--- config.mk ---
export PLATFORM = sky130hd
export DESIGN_NAME = stage_id_q_flat
export DESIGN_NICKNAME = d
export VERILOG_FILES = /design/src/rtl/stage_id_q_if.sv /design/src/rtl/stage_id_q.sv /design/src/flat_wrapper.sv
export SDC_FILE = /design/constraint.sdc
export NUM_CORES = 1
export LEC_CHECK = 0
export ABC_AREA = 1
export CAP_MARGIN = 25
export CORE_MARGIN = 2
export CORE_UTILIZATION = 30
export CTS_BUF_LIST = sky130_fd_sc_hd__clkbuf_4
export CTS_CLUSTER_SIZE = 14
export DETAILED_ROUTE_END_ITERATION = 8
export SETUP_SLACK_MARGIN = 0.02
export SYNTH_ARGS = -nofsm -noshare
export SYNTH_HDL_FRONTEND = slang
export SYNTH_SLANG_ARGS = --single-unit
--- constraint.sdc ---
create_clock -name clk -period 9.25 [get_ports clk]
set_input_delay 2.775 -clock clk [delete_from_list [all_inputs] [get_ports clk]]
set_output_delay 2.775 -clock clk [all_outputs]
set_load 0.02 [all_outputs]
--- src/rtl/stage_id_q_if.sv ---
// Fetch-to-decode handshake bundle for stage_id_q: fetch push side plus the
// decoded head presented to ex. The master is the fetch/ex side, the slave is the queue.
interface stage_id_q_if #(
  parameter int unsigned XLEN = 32
);
  logic [XLEN-1:0] if_pc;
  logic [31:0]     if_ir;
  logic            if_c;
  logic            if_e;
  logic            if_vld;
  logic            if_rdy;
  logic            ex_rdy;
  logic            id_vld;
  logic [XLEN-1:0] id_pc;
  logic [31:0]     id_ir;
  logic            id_c;
  logic            id_e;
  logic [XLEN-1:0] id_lr;
  logic [4:0]      id_rs1;
  logic [4:0]      id_rs2;
  logic [4:0]      id_rd;
  logic            id_dbg;
  logic            id_illreg;
  logic            id_stall;

  modport master (
    output if_pc, if_ir, if_c, if_e, if_vld, ex_rdy,
    input  if_rdy, id_vld, id_pc, id_ir, id_c, id_e, id_lr,
           id_rs1, id_rs2, id_rd, id_dbg, id_illreg, id_stall
  );

  modport slave (
    input  if_pc, if_ir, if_c, if_e, if_vld, ex_rdy,
    output if_rdy, id_vld, id_pc, id_ir, id_c, id_e, id_lr,
           id_rs1, id_rs2, id_rd, id_dbg, id_illreg, id_stall
  );
endinterface

--- src/rtl/stage_id_q.sv ---
// IF->ID instruction queue with load-use scoreboard, flush, debug-halt tagging
// and register-range check. Optional perf counters under STAGE_ID_Q_PERF_EN.
module stage_id_q #(
  parameter int unsigned XLEN       = 32,
  parameter int unsigned NXREG      = 16,
  parameter int unsigned SKID_DEPTH = 2
) (
  input  logic        clk,
  input  logic        rst,
  input  logic        dm_haltreq,
  input  logic        jmp,
  input  logic        ld_wb_vld,
  input  logic [4:0]  ld_wb_idx,
  stage_id_q_if.slave bus,
  output logic [31:0] perf_stall_cnt,
  output logic [31:0] perf_flush_cnt
);

  localparam int unsigned XIDX_W = 5;
  localparam int unsigned PTR_W  = (SKID_DEPTH > 1) ? $clog2(SKID_DEPTH) : 1;
  localparam int unsigned CNT_W  = $clog2(SKID_DEPTH + 1);

  localparam logic [4:0] OP_LOAD   = 5'b00000;
  localparam logic [4:0] OP_IMM    = 5'b00100;
  localparam logic [4:0] OP_AUIPC  = 5'b00101;
  localparam logic [4:0] OP_STORE  = 5'b01000;
  localparam logic [4:0] OP_OP     = 5'b01100;
  localparam logic [4:0] OP_LUI    = 5'b01101;
  localparam logic [4:0] OP_BRANCH = 5'b11000;
  localparam logic [4:0] OP_JALR   = 5'b11001;
  localparam logic [4:0] OP_JAL    = 5'b11011;
  localparam logic [4:0] OP_SYSTEM = 5'b11100;

  logic [XLEN-1:0]   pc_q [SKID_DEPTH];
  logic [31:0]       ir_q [SKID_DEPTH];
  logic              c_q  [SKID_DEPTH];
  logic              e_q  [SKID_DEPTH];
  logic [PTR_W-1:0]  rd_ptr, wr_ptr;
  logic [CNT_W-1:0]  count;
  logic [31:0]       pend, pend_eff, pend_nxt, wb_mask;
  logic              halt_pend;

  logic              present, if_rdy_int, push, pop;
  logic [XLEN-1:0]   h_pc;
  logic [31:0]       h_ir;
  logic              h_c, h_e;
  logic [4:0]        opcode;
  logic [XIDX_W-1:0] h_rs1, h_rs2, h_rd;
  logic              use_rs1, use_rs2, use_rd;
  logic              hazard, illreg, vld, dbg, ld_set;

  function automatic logic [PTR_W-1:0] ptr_inc(input logic [PTR_W-1:0] p);
    return (p == PTR_W'(SKID_DEPTH - 1)) ? '0 : p + PTR_W'(1);
  endfunction

  assign present    = (count != '0);
  assign if_rdy_int = (count < CNT_W'(SKID_DEPTH));
  assign push       = bus.if_vld & if_rdy_int & ~jmp;
  assign pop        = vld & bus.ex_rdy;

  // Head decode: operand usage, hazard against the scoreboard, range check
  always_comb begin
    h_pc    = '0;
    h_ir    = '0;
    h_c     = 1'b0;
    h_e     = 1'b0;
    use_rs1 = 1'b0;
    use_rs2 = 1'b0;
    use_rd  = 1'b0;
    if (present) begin
      h_pc = pc_q[rd_ptr];
      h_ir = ir_q[rd_ptr];
      h_c  = c_q[rd_ptr];
      h_e  = e_q[rd_ptr];
    end
    opcode = h_ir[6:2];
    h_rs1  = h_ir[19:15];
    h_rs2  = h_ir[24:20];
    h_rd   = h_ir[11:7];
    // Fault entries carry no real instruction, so they use no operands
    if (present && !h_e) begin
      use_rs1 = !(opcode inside {OP_LUI, OP_AUIPC, OP_JAL});
      use_rs2 = opcode inside {OP_BRANCH, OP_STORE, OP_OP};
      use_rd  = (opcode inside {OP_LUI, OP_AUIPC, OP_JAL, OP_JALR, OP_LOAD, OP_IMM, OP_OP})
              | ((opcode == OP_SYSTEM) && (h_ir[14:12] != 3'b000));
    end
    wb_mask  = ld_wb_vld ? (32'd1 << ld_wb_idx) : 32'd0;
    pend_eff = pend & ~wb_mask;
    hazard   = (use_rs1 && (h_rs1 != '0) && pend_eff[h_rs1])
             | (use_rs2 && (h_rs2 != '0) && pend_eff[h_rs2])
             | (use_rd  && (h_rd  != '0) && pend_eff[h_rd]);
    illreg   = (use_rs1 && (32'(h_rs1) >= NXREG))
             | (use_rs2 && (32'(h_rs2) >= NXREG))
             | (use_rd  && (32'(h_rd)  >= NXREG));
    vld      = present & ~hazard & ~jmp;
    dbg      = present & (halt_pend | dm_haltreq);
    ld_set   = pop & use_rd & (opcode == OP_LOAD) & (h_rd != '0) & ~illreg;
    pend_nxt = pend & ~wb_mask;
    if (ld_set) pend_nxt[h_rd] = 1'b1;
  end

  assign bus.if_rdy    = if_rdy_int;
  assign bus.id_vld    = vld;
  assign bus.id_stall  = present & hazard & ~jmp;
  assign bus.id_pc     = h_pc;
  assign bus.id_ir     = h_ir;
  assign bus.id_c      = h_c;
  assign bus.id_e      = h_e;
  assign bus.id_lr     = present ? (h_pc + (h_c ? XLEN'(2) : XLEN'(4))) : '0;
  assign bus.id_rs1    = h_rs1;
  assign bus.id_rs2    = h_rs2;
  assign bus.id_rd     = h_rd;
  assign bus.id_dbg    = dbg;
  assign bus.id_illreg = illreg;

  // Queue storage, pointers, scoreboard and halt tag
  always_ff @(posedge clk or posedge rst) begin
    if (rst) begin
      rd_ptr    <= '0;
      wr_ptr    <= '0;
      count     <= '0;
      pend      <= '0;
      halt_pend <= 1'b0;
      for (int i = 0; i < SKID_DEPTH; i++) begin
        pc_q[i] <= '0;
        ir_q[i] <= '0;
        c_q[i]  <= 1'b0;
        e_q[i]  <= 1'b0;
      end
    end else begin
      if (jmp) begin
        rd_ptr <= '0;
        wr_ptr <= '0;
        count  <= '0;
      end else begin
        if (push) begin
          pc_q[wr_ptr] <= bus.if_pc;
          ir_q[wr_ptr] <= bus.if_ir;
          c_q[wr_ptr]  <= bus.if_c;
          e_q[wr_ptr]  <= bus.if_e;
          wr_ptr       <= ptr_inc(wr_ptr);
        end
        if (pop) rd_ptr <= ptr_inc(rd_ptr);
        case ({push, pop})
          2'b10:   count <= count + CNT_W'(1);
          2'b01:   count <= count - CNT_W'(1);
          default: count <= count;
        endcase
      end
      pend      <= pend_nxt;
      // A level request re-arms the tag even while the tagged head retires
      halt_pend <= dm_haltreq | (halt_pend & ~(pop & dbg));
    end
  end

`ifdef STAGE_ID_Q_PERF_EN
  logic [31:0] stall_cnt, flush_cnt;

  always_ff @(posedge clk or posedge rst) begin
    if (rst) begin
      stall_cnt <= '0;
      flush_cnt <= '0;
    end else begin
      if (present & hazard & ~jmp) stall_cnt <= stall_cnt + 32'd1;
      if (jmp & present)           flush_cnt <= flush_cnt + 32'd1;
    end
  end

  assign perf_stall_cnt = stall_cnt;
  assign perf_flush_cnt = flush_cnt;
`else
  assign perf_stall_cnt = '0;
  assign perf_flush_cnt = '0;
`endif

endmodule

--- src/flat_wrapper.sv ---
// flat-port wrapper written by rule: the top's interface ports become plain ports
module stage_id_q_flat 
#(
  parameter int unsigned XLEN       = 32,
  parameter int unsigned NXREG      = 16,
  parameter int unsigned SKID_DEPTH = 2
)
  (clk, rst, dm_haltreq, jmp, ld_wb_vld, ld_wb_idx, perf_stall_cnt, perf_flush_cnt, bus_if_pc, bus_if_ir, bus_if_c, bus_if_e, bus_if_vld, bus_ex_rdy, bus_if_rdy, bus_id_vld, bus_id_pc, bus_id_ir, bus_id_c, bus_id_e, bus_id_lr, bus_id_rs1, bus_id_rs2, bus_id_rd, bus_id_dbg, bus_id_illreg, bus_id_stall);
  stage_id_q_if #(.XLEN(XLEN)) bus_i ();
  input  logic clk;
  input  logic rst;
  input  logic dm_haltreq;
  input  logic jmp;
  input  logic ld_wb_vld;
  input  logic [4:0] ld_wb_idx;
  output logic [31:0] perf_stall_cnt;
  output logic [31:0] perf_flush_cnt;
  input wire logic [$bits(bus_i.if_pc)-1:0] bus_if_pc;
  input wire logic [$bits(bus_i.if_ir)-1:0] bus_if_ir;
  input wire logic [$bits(bus_i.if_c)-1:0] bus_if_c;
  input wire logic [$bits(bus_i.if_e)-1:0] bus_if_e;
  input wire logic [$bits(bus_i.if_vld)-1:0] bus_if_vld;
  input wire logic [$bits(bus_i.ex_rdy)-1:0] bus_ex_rdy;
  output wire logic [$bits(bus_i.if_rdy)-1:0] bus_if_rdy;
  output wire logic [$bits(bus_i.id_vld)-1:0] bus_id_vld;
  output wire logic [$bits(bus_i.id_pc)-1:0] bus_id_pc;
  output wire logic [$bits(bus_i.id_ir)-1:0] bus_id_ir;
  output wire logic [$bits(bus_i.id_c)-1:0] bus_id_c;
  output wire logic [$bits(bus_i.id_e)-1:0] bus_id_e;
  output wire logic [$bits(bus_i.id_lr)-1:0] bus_id_lr;
  output wire logic [$bits(bus_i.id_rs1)-1:0] bus_id_rs1;
  output wire logic [$bits(bus_i.id_rs2)-1:0] bus_id_rs2;
  output wire logic [$bits(bus_i.id_rd)-1:0] bus_id_rd;
  output wire logic [$bits(bus_i.id_dbg)-1:0] bus_id_dbg;
  output wire logic [$bits(bus_i.id_illreg)-1:0] bus_id_illreg;
  output wire logic [$bits(bus_i.id_stall)-1:0] bus_id_stall;
  assign bus_i.if_pc = bus_if_pc;
  assign bus_i.if_ir = bus_if_ir;
  assign bus_i.if_c = bus_if_c;
  assign bus_i.if_e = bus_if_e;
  assign bus_i.if_vld = bus_if_vld;
  assign bus_i.ex_rdy = bus_ex_rdy;
  assign bus_if_rdy = bus_i.if_rdy;
  assign bus_id_vld = bus_i.id_vld;
  assign bus_id_pc = bus_i.id_pc;
  assign bus_id_ir = bus_i.id_ir;
  assign bus_id_c = bus_i.id_c;
  assign bus_id_e = bus_i.id_e;
  assign bus_id_lr = bus_i.id_lr;
  assign bus_id_rs1 = bus_i.id_rs1;
  assign bus_id_rs2 = bus_i.id_rs2;
  assign bus_id_rd = bus_i.id_rd;
  assign bus_id_dbg = bus_i.id_dbg;
  assign bus_id_illreg = bus_i.id_illreg;
  assign bus_id_stall = bus_i.id_stall;
  stage_id_q #(.XLEN(XLEN), .NXREG(NXREG), .SKID_DEPTH(SKID_DEPTH)) u_core (.clk(clk), .rst(rst), .dm_haltreq(dm_haltreq), .jmp(jmp), .ld_wb_vld(ld_wb_vld), .ld_wb_idx(ld_wb_idx), .bus(bus_i), .perf_stall_cnt(perf_stall_cnt), .perf_flush_cnt(perf_flush_cnt));
endmodule
Word-level counts from Yosys, hierarchy flattened
Cells that the tools add are included.
Operators by class
  add/subtract/negate cells: 5
  magnitude comparators: 11
  equality and inequality tests: 11
  shift-type cells: 1
  mux-type cells: 47
  bitwise operators: 30
  reductions and logical operators: 28
Operators by type and width (count)
  32-bit 2-to-1 mux: 12
  64-bit bitwise mux: 2
  32-bit adder: 1
  32-bit AND: 1
  32-bit demux with 1-bit select: 1
  32-bit NOT: 1
  32-bit OR: 1
  1-bit by 5-bit << shifter with 32-bit output, first input constant: 1
  1-bit 2-to-1 mux: 22
  5-bit equality test, second input constant: 4
  5-bit by 6-bit < comparator with 1-bit output, second input constant: 3
  1-bit binary-select mux with 5-bit select: 3
  5-bit by 4-bit equality test with 1-bit output, second input constant: 3
  5-bit >= comparator, second input constant: 3
  5-bit nonzero test: 3
  1-bit AND: 14
  1-bit logical AND: 13
  3-bit nonzero test: 4
  5-bit by 3-bit equality test with 1-bit output, second input constant: 2
  1-bit OR: 7
  7-bit nonzero test: 1
  2-bit nonzero test: 3
  1-bit demux with 5-bit select: 1
  5-bit by 1-bit >= comparator with 1-bit output, second input constant: 1
  other kinds (18): 26
Word-level totals
  register bits: 169
  input bits: 78
  output and inout port bits: 182
  logic and storage cells: 146

Depth between registers and ports, before layout
  word-level depth: 22
  depth in mapped cells: 25
  depth with buffers taken out: 22

Least setup slack after synthesis
OpenSTA, ideal clock, no wires.
  kind: reg2out
  start: register u_core.count[0]
  end: output port bus_id_lr[27]
  arrival time: 4.324 ns
  data required time: 6.475 ns
  setup slack: 2.151 ns
  stages on the path, launching flop included: 25
  path buffers: 6
  cell sequence: dfrtp_1 -> nor2_1 -> buf_6 -> buf_6 -> buf_6 -> buf_6 -> clkbuf_1 -> clkbuf_1 -> nor3_1 -> ha_1 -> inv_1 -> fa_1 -> inv_1 -> nand2_2 -> nor2_4 -> nand3_2 -> nor2_2 -> nand2_2 -> nor3_2 -> nand3_2 -> nor3_4 -> nand3_1 -> nor2_1 -> o22ai_1 -> inv_1
Between the ends
  cells in the longest elaborated chain, start to end: 5
  elaborated cells on any way between the ends: 6
  those cells by class: add/sub (1); mux (4); reduce/logical (1)
Ends and longest elaborated chain
  start, declared: line stage_id_q.sv:39  | logic [CNT_W-1:0] count;
  start signal, assigned: line stage_id_q.sv:145  | 2'b10: count <= count + CNT_W'(1);
  start signal, assigned: line stage_id_q.sv:146  | 2'b01: count <= count - CNT_W'(1);
  start signal, assigned: line stage_id_q.sv:147  | default: count <= count;
  2-bit nonzero test: line stage_id_q.sv:56  | assign present = (count != '0);
  1-bit 2-to-1 mux: line stage_id_q.sv:70  | if (present) begin
  net bus_id_c: line flat_wrapper.sv:28  | output wire logic [$bits(bus_i.id_c)-1:0] bus_id_c;
  3-bit 2-to-1 mux: line stage_id_q.sv:109  | assign bus.id_lr = present ? (h_pc + (h_c ? XLEN'(2) : XLEN'(4))) : '0;
  32-bit adder: line stage_id_q.sv:109
  32-bit 2-to-1 mux: line stage_id_q.sv:109
  end, declared: line flat_wrapper.sv:30  | output wire logic [$bits(bus_i.id_lr)-1:0] bus_id_lr;
The timed path passes the listed nets, and every way through them passes these cells.

Final worst setup path
  start: input port ld_wb_idx[3]
  end: output port bus_id_vld
Between the ends
  cells in the longest elaborated chain, start to end: 12
  elaborated cells on any way between the ends: 18
  those cells by class: shift (1); mux (7); bitwise (7); reduce/logical (3)
Ends and longest elaborated chain
  start, declared: line flat_wrapper.sv:15  | input logic [4:0] ld_wb_idx;
  1-bit by 5-bit << shifter with 32-bit output (*): line stage_id_q.sv:87  | wb_mask = ld_wb_vld ? (32'd1 << ld_wb_idx) : 32'd0;
  32-bit 2-to-1 mux (*): line stage_id_q.sv:87
  32-bit NOT (*): line stage_id_q.sv:88  | pend_eff = pend & ~wb_mask;
  32-bit AND (*): line stage_id_q.sv:88
  1-bit binary-select mux with 5-bit select, on equally long branches: line stage_id_q.sv:89, stage_id_q.sv:90
  1-bit 2-to-1 mux, on equally long branches: line stage_id_q.sv:89, stage_id_q.sv:90
  1-bit logical AND, on equally long branches: line stage_id_q.sv:89, stage_id_q.sv:90
  1-bit OR: line stage_id_q.sv:90  | | (use_rs2 && (h_rs2 != '0) && pend_eff[h_rs2])
  1-bit OR (*): line stage_id_q.sv:91  | | (use_rd && (h_rd != '0) && pend_eff[h_rd]);
  1-bit NOT (*): line stage_id_q.sv:95  | vld = present & ~hazard & ~jmp;
  1-bit AND (*) (2 in a row): line stage_id_q.sv:95
  end, declared: line flat_wrapper.sv:25  | output wire logic [$bits(bus_i.id_vld)-1:0] bus_id_vld;
Mark *: on every way between the ends. The rest lies on a longest branch, timed or not. The select of a mux whose other input is x is not followed.

==> results.md <==
* Clock transition at the registers of the reported paths at 0.13 ns
* Worst-margin pin slew at 0.9916 ns
* Skew-Pair Late Insertion Delay at 0.60 ns
* Clk pwr share at 17.8%
* Flops & latches, synth at 169
* Detailed-route vias per instance at 4.650
* H-tree levels at 4
* Post-synthesis sequential area ratio at 40.47%
* Simple-gate area share of the yosys netlist at 30.69%
* Mapped Area at 10,450 um^2
* Outcome: complete, no violations
* Unrepaired setup endpoints after global routing: false
* R2r setup slk at 5.26 ns
* # fillers at 3,664
* Largest net degree at the start of global routing at 94
* Routed WL per cell at 15.67 um
* Sw Share at 40.46%
* Final core utilization at 36.74%
* Final slew viol count at 0
* Area grow syn2layout at 21.16%
* XOR/XNOR Fraction of Synth Area at 1.173%
* Final Hold Fails at 0
* Routability cong. at 0.9361
* Top cells by area, synth: dfrtp_1, nand2_1, o21ai_0, inv_1, buf_4
* Proportion of layout cells with a drive suffix above 1 at 6.878%
* Num CTS Buffers at 17
* Post-Synth Adder-Cell Area at 0.4310%
* # Max-Cap Violations at 0
* Post-route clock period utilization at 93.05%
* Core area at 34,460 um^2
* Clock Skews at 0.03021 ns
* CTS hold repair buffers at 0
* Dominant cell type by area after synthesis: dfrtp_1
* Number of distinct library cells after synthesis at 46
* Startpoint Class: input pin
* DRT Wirelength at 32,920 um
* Syn Inst Count at 1,477
* Mux share of post-synthesis cell area at 0.1916%
* Number of synthesized flops with an enable pin at 0
* GR Overflow Total at 0
* GRT Overall Usage at 18.19%
* 1st-iter DRT viols at 590
* Clock buffer depth at 2
* Compound-gate portion of the synthesized area at 10.99%
* Root Driver: clkbuf_4
* Peak supply drop at 0.07817 mV
* Crit Path Max Fanout at 11
* HPWL after DPL at 23,390 um
* LEAKAGE at 0.006058 uW
* Worst Path Required at 6.48 ns
* Antenna violations before repair at 5
* CTS tree: done
* PortBufs at 195
* Data arrival, critical path at 5.83 ns
* Synth Flop Type: dfrtp_1
* Pre-antenna DRT Iters at 7
* Post-synth top area share at 40.47%
* Worst setup EP type: output pin
* First-pass GRT wire length at 51,430 um
* Worst min path class: register to register
* P per Cell Area at 177.6 nW/um^2
* Die Area at 36,340 um^2
* Worst R2R Start: u_core.rd_ptr
* Post-CTS sizing at 0
* Standard-cell rows at 68
* Syn_area_per_cell at 7.075 um^2
* Reg area at 4230 um^2
* Final setup viols at 0
* Fmax at 116.2 MHz
* Routed vias at 9,764
* Final min period at 8.607 ns
* Internal power at 1339 uW
* Vias in the first global route at 9,403
* Main combinational cell family by area after synthesis: simple AND/OR/NAND/NOR gates
* Comb pwr share at 38.4%
* Async set-or-reset flop fraction in the synthesized netlist at 100.0%
* Classification of the worst setup path: input pin to output pin
* Setup TNS at 0 ns
* Hold Path Origin: u_core.ir_q[45]
* Die H at 190.6 um
* Starting Density at 30.33%
* Switch Pwr at 909.5 uW
* Critical Path Start: ld_wb_idx[3]
* Final #Nets at 1,711
* Sequential group share of total power at 43.8%
* Slew margin rel. at 33.65%
* Die Width at 190.6 um
* Antenna-violating nets left at 0
* DR DRC count at 0
* Footprint of the multi-input gates at 4801 um^2
* IO Pins at 260
* Postcts setup bufs at 0
* Num Clock Sinks at 169
* Yosys warnings at 0
[flip-flops by register name, summed over array words and instances (netlist names)]
signal	flops
u_core.wr_ptr	1
u_core.ir_q	64
u_core.rd_ptr	1
u_core.pc_q	64
u_core.halt_pend	1
u_core.pend	32
u_core.e_q	2
u_core.count	2
u_core.c_q	2
[power by group through the flow]
stage / logic (uW) / registers [uW] / clock network, uW
2_1_floorplan: 597 / 978 / 0
3_3_place_gp: 859 / 992 / 0
6_report: 864 / 984 / 400
3_5_place_dp: 866 / 998 / 0
5_1_grt: 962 / 1010 / 442
4_1_cts: 871 / 983 / 420
[layout by cell type (no fill, tap or decap), types with 2 or more instances in the layout]
cell / count
or2_1: 2
o21ai_1: 15
nor2_1: 157
nand2_1: 392
inv_6: 6
ha_1: 2
clkinv_2: 2
buf_4: 17
nor2_2: 8
conb_1: 64
clkdlybuf4s50_1: 195
clkinvlp_4: 2
nand3_2: 3
nor3_1: 20
nand4_1: 19
nand2_2: 5
a21oi_2: 3
nor4_1: 2
or2_2: 9
xor2_1: 14
dfrtp_1: 168
diode_2: 2
a21oi_1: 36
nor3_2: 15
clkinv_4: 2
inv_2: 8
nand3_1: 91
nor4_2: 2
clkbuf_4: 20
clkinv_1: 2
inv_1: 176
o21bai_1: 2
o21ai_0: 161
mux2i_1: 2
nor3_4: 3
nor2_4: 2
[critical path, stage by stage]
cell,delay [ns]
clkdlybuf4s50_1,0.69
clkinv_1,0.30
nor3_1,0.37
nand2_1,0.18
nand3_1,0.11
nand3_1,0.08
nand3_1,0.09
nand3_1,0.08
nand2_1,0.11
nand2_1,0.05
nand2_1,0.08
nand3_1,0.17
nor2_1,0.13
clkdlybuf4s50_1,0.61
[worst paths after layout]
path | endpoint | cells after the start
setup / recovery | bus_id_vld | 14
hold / removal | u_core.ir_q[45] | 2
setup reg to reg | u_core.pend[1] | 20
hold reg to reg | u_core.ir_q[45] | 2
max in group asynchronous | u_core.ir_q[16] | 4
min in group asynchronous | u_core.pc_q[23] | 2
[Yosys cell counts (2+ instances only)]
master    number
o21bai_1       2
nor4_1         2
clkbuf_1      33
nor3_1        20
nand4_1       19
nor2_2         8
a21oi_2        3
o21ai_0      161
dfrtp_1      169
nand3_1       91
ha_1           2
inv_1        177
buf_6         11
o21ai_1       15
buf_2          8
a21oi_1       36
xor2_1        14
nand3_2        3
nor3_4         3
mux2i_1        2
buf_1          4
buf_4         85
nor4_2         2
nand2_2        5
inv_2          8
nor2_1       158
nand2_1      393
or2_1          2
nor3_2        15
or2_2         10
[layout make-up]
class | instances | area share, %
Multi-Input combinational cell | 1042 | 37.92
Sequential cell | 169 | 33.41
Timing Repair Buffer | 214 | 16.68
Inverter | 186 | 5.554
Tap cell | 455 | 4.496
Clock buffer | 20 | 1.186
Clock inverter | 12 | 0.7115
Antenna cell | 2 | 0.03953
[metrics by stage]
| step | cells | instance area [um^2] | total power, uW | worst slack, ns | hold slack (ns) |
|---|---|---|---|---|---|
| after floorplan | 1540 | 10690 | 1575 | 1.900 | 0.4446 |
| after global placement | 2064 | 12380 | 1851 | 0.6768 | 0.4585 |
| after detailed placement | 2065 | 12390 | 1864 | 0.6767 | 0.4665 |
| after CTS | 2097 | 12630 | 2274 | 0.6599 | 0.4987 |
| after global routing | 2100 | 12660 | 2410 | 0.4082 | 0.5142 |
| final | 2100 | 12660 | 2248 | 0.6428 | 0.4984 |
[per-layer routing]
metal | part of all wire [%] | track usage (%) | routed length [um]
met1 | 44 | 23.40 | 14580
met2 | 47 | 30.06 | 15330
met5 | 0.12 | 0 | 41
met4 | 1.4 | 4.502 | 456
met3 | 7.6 | 5.171 | 2511
[logic make-up (layout without fill, tap and decap cells)]
family | Yosys count | in the layout
other | 1 | 66
buffers and inverters | 329 | 432
AND/OR/NAND/NOR | 736 | 736
adder cells (fa/ha/maj) | 3 | 3
multiplexers | 2 | 2
AO/OA/AOI/OAI | 223 | 223
flip-flops | 169 | 169
XOR/XNOR | 14 | 14
No activity file was read; power rests on OpenSTA's default activity.
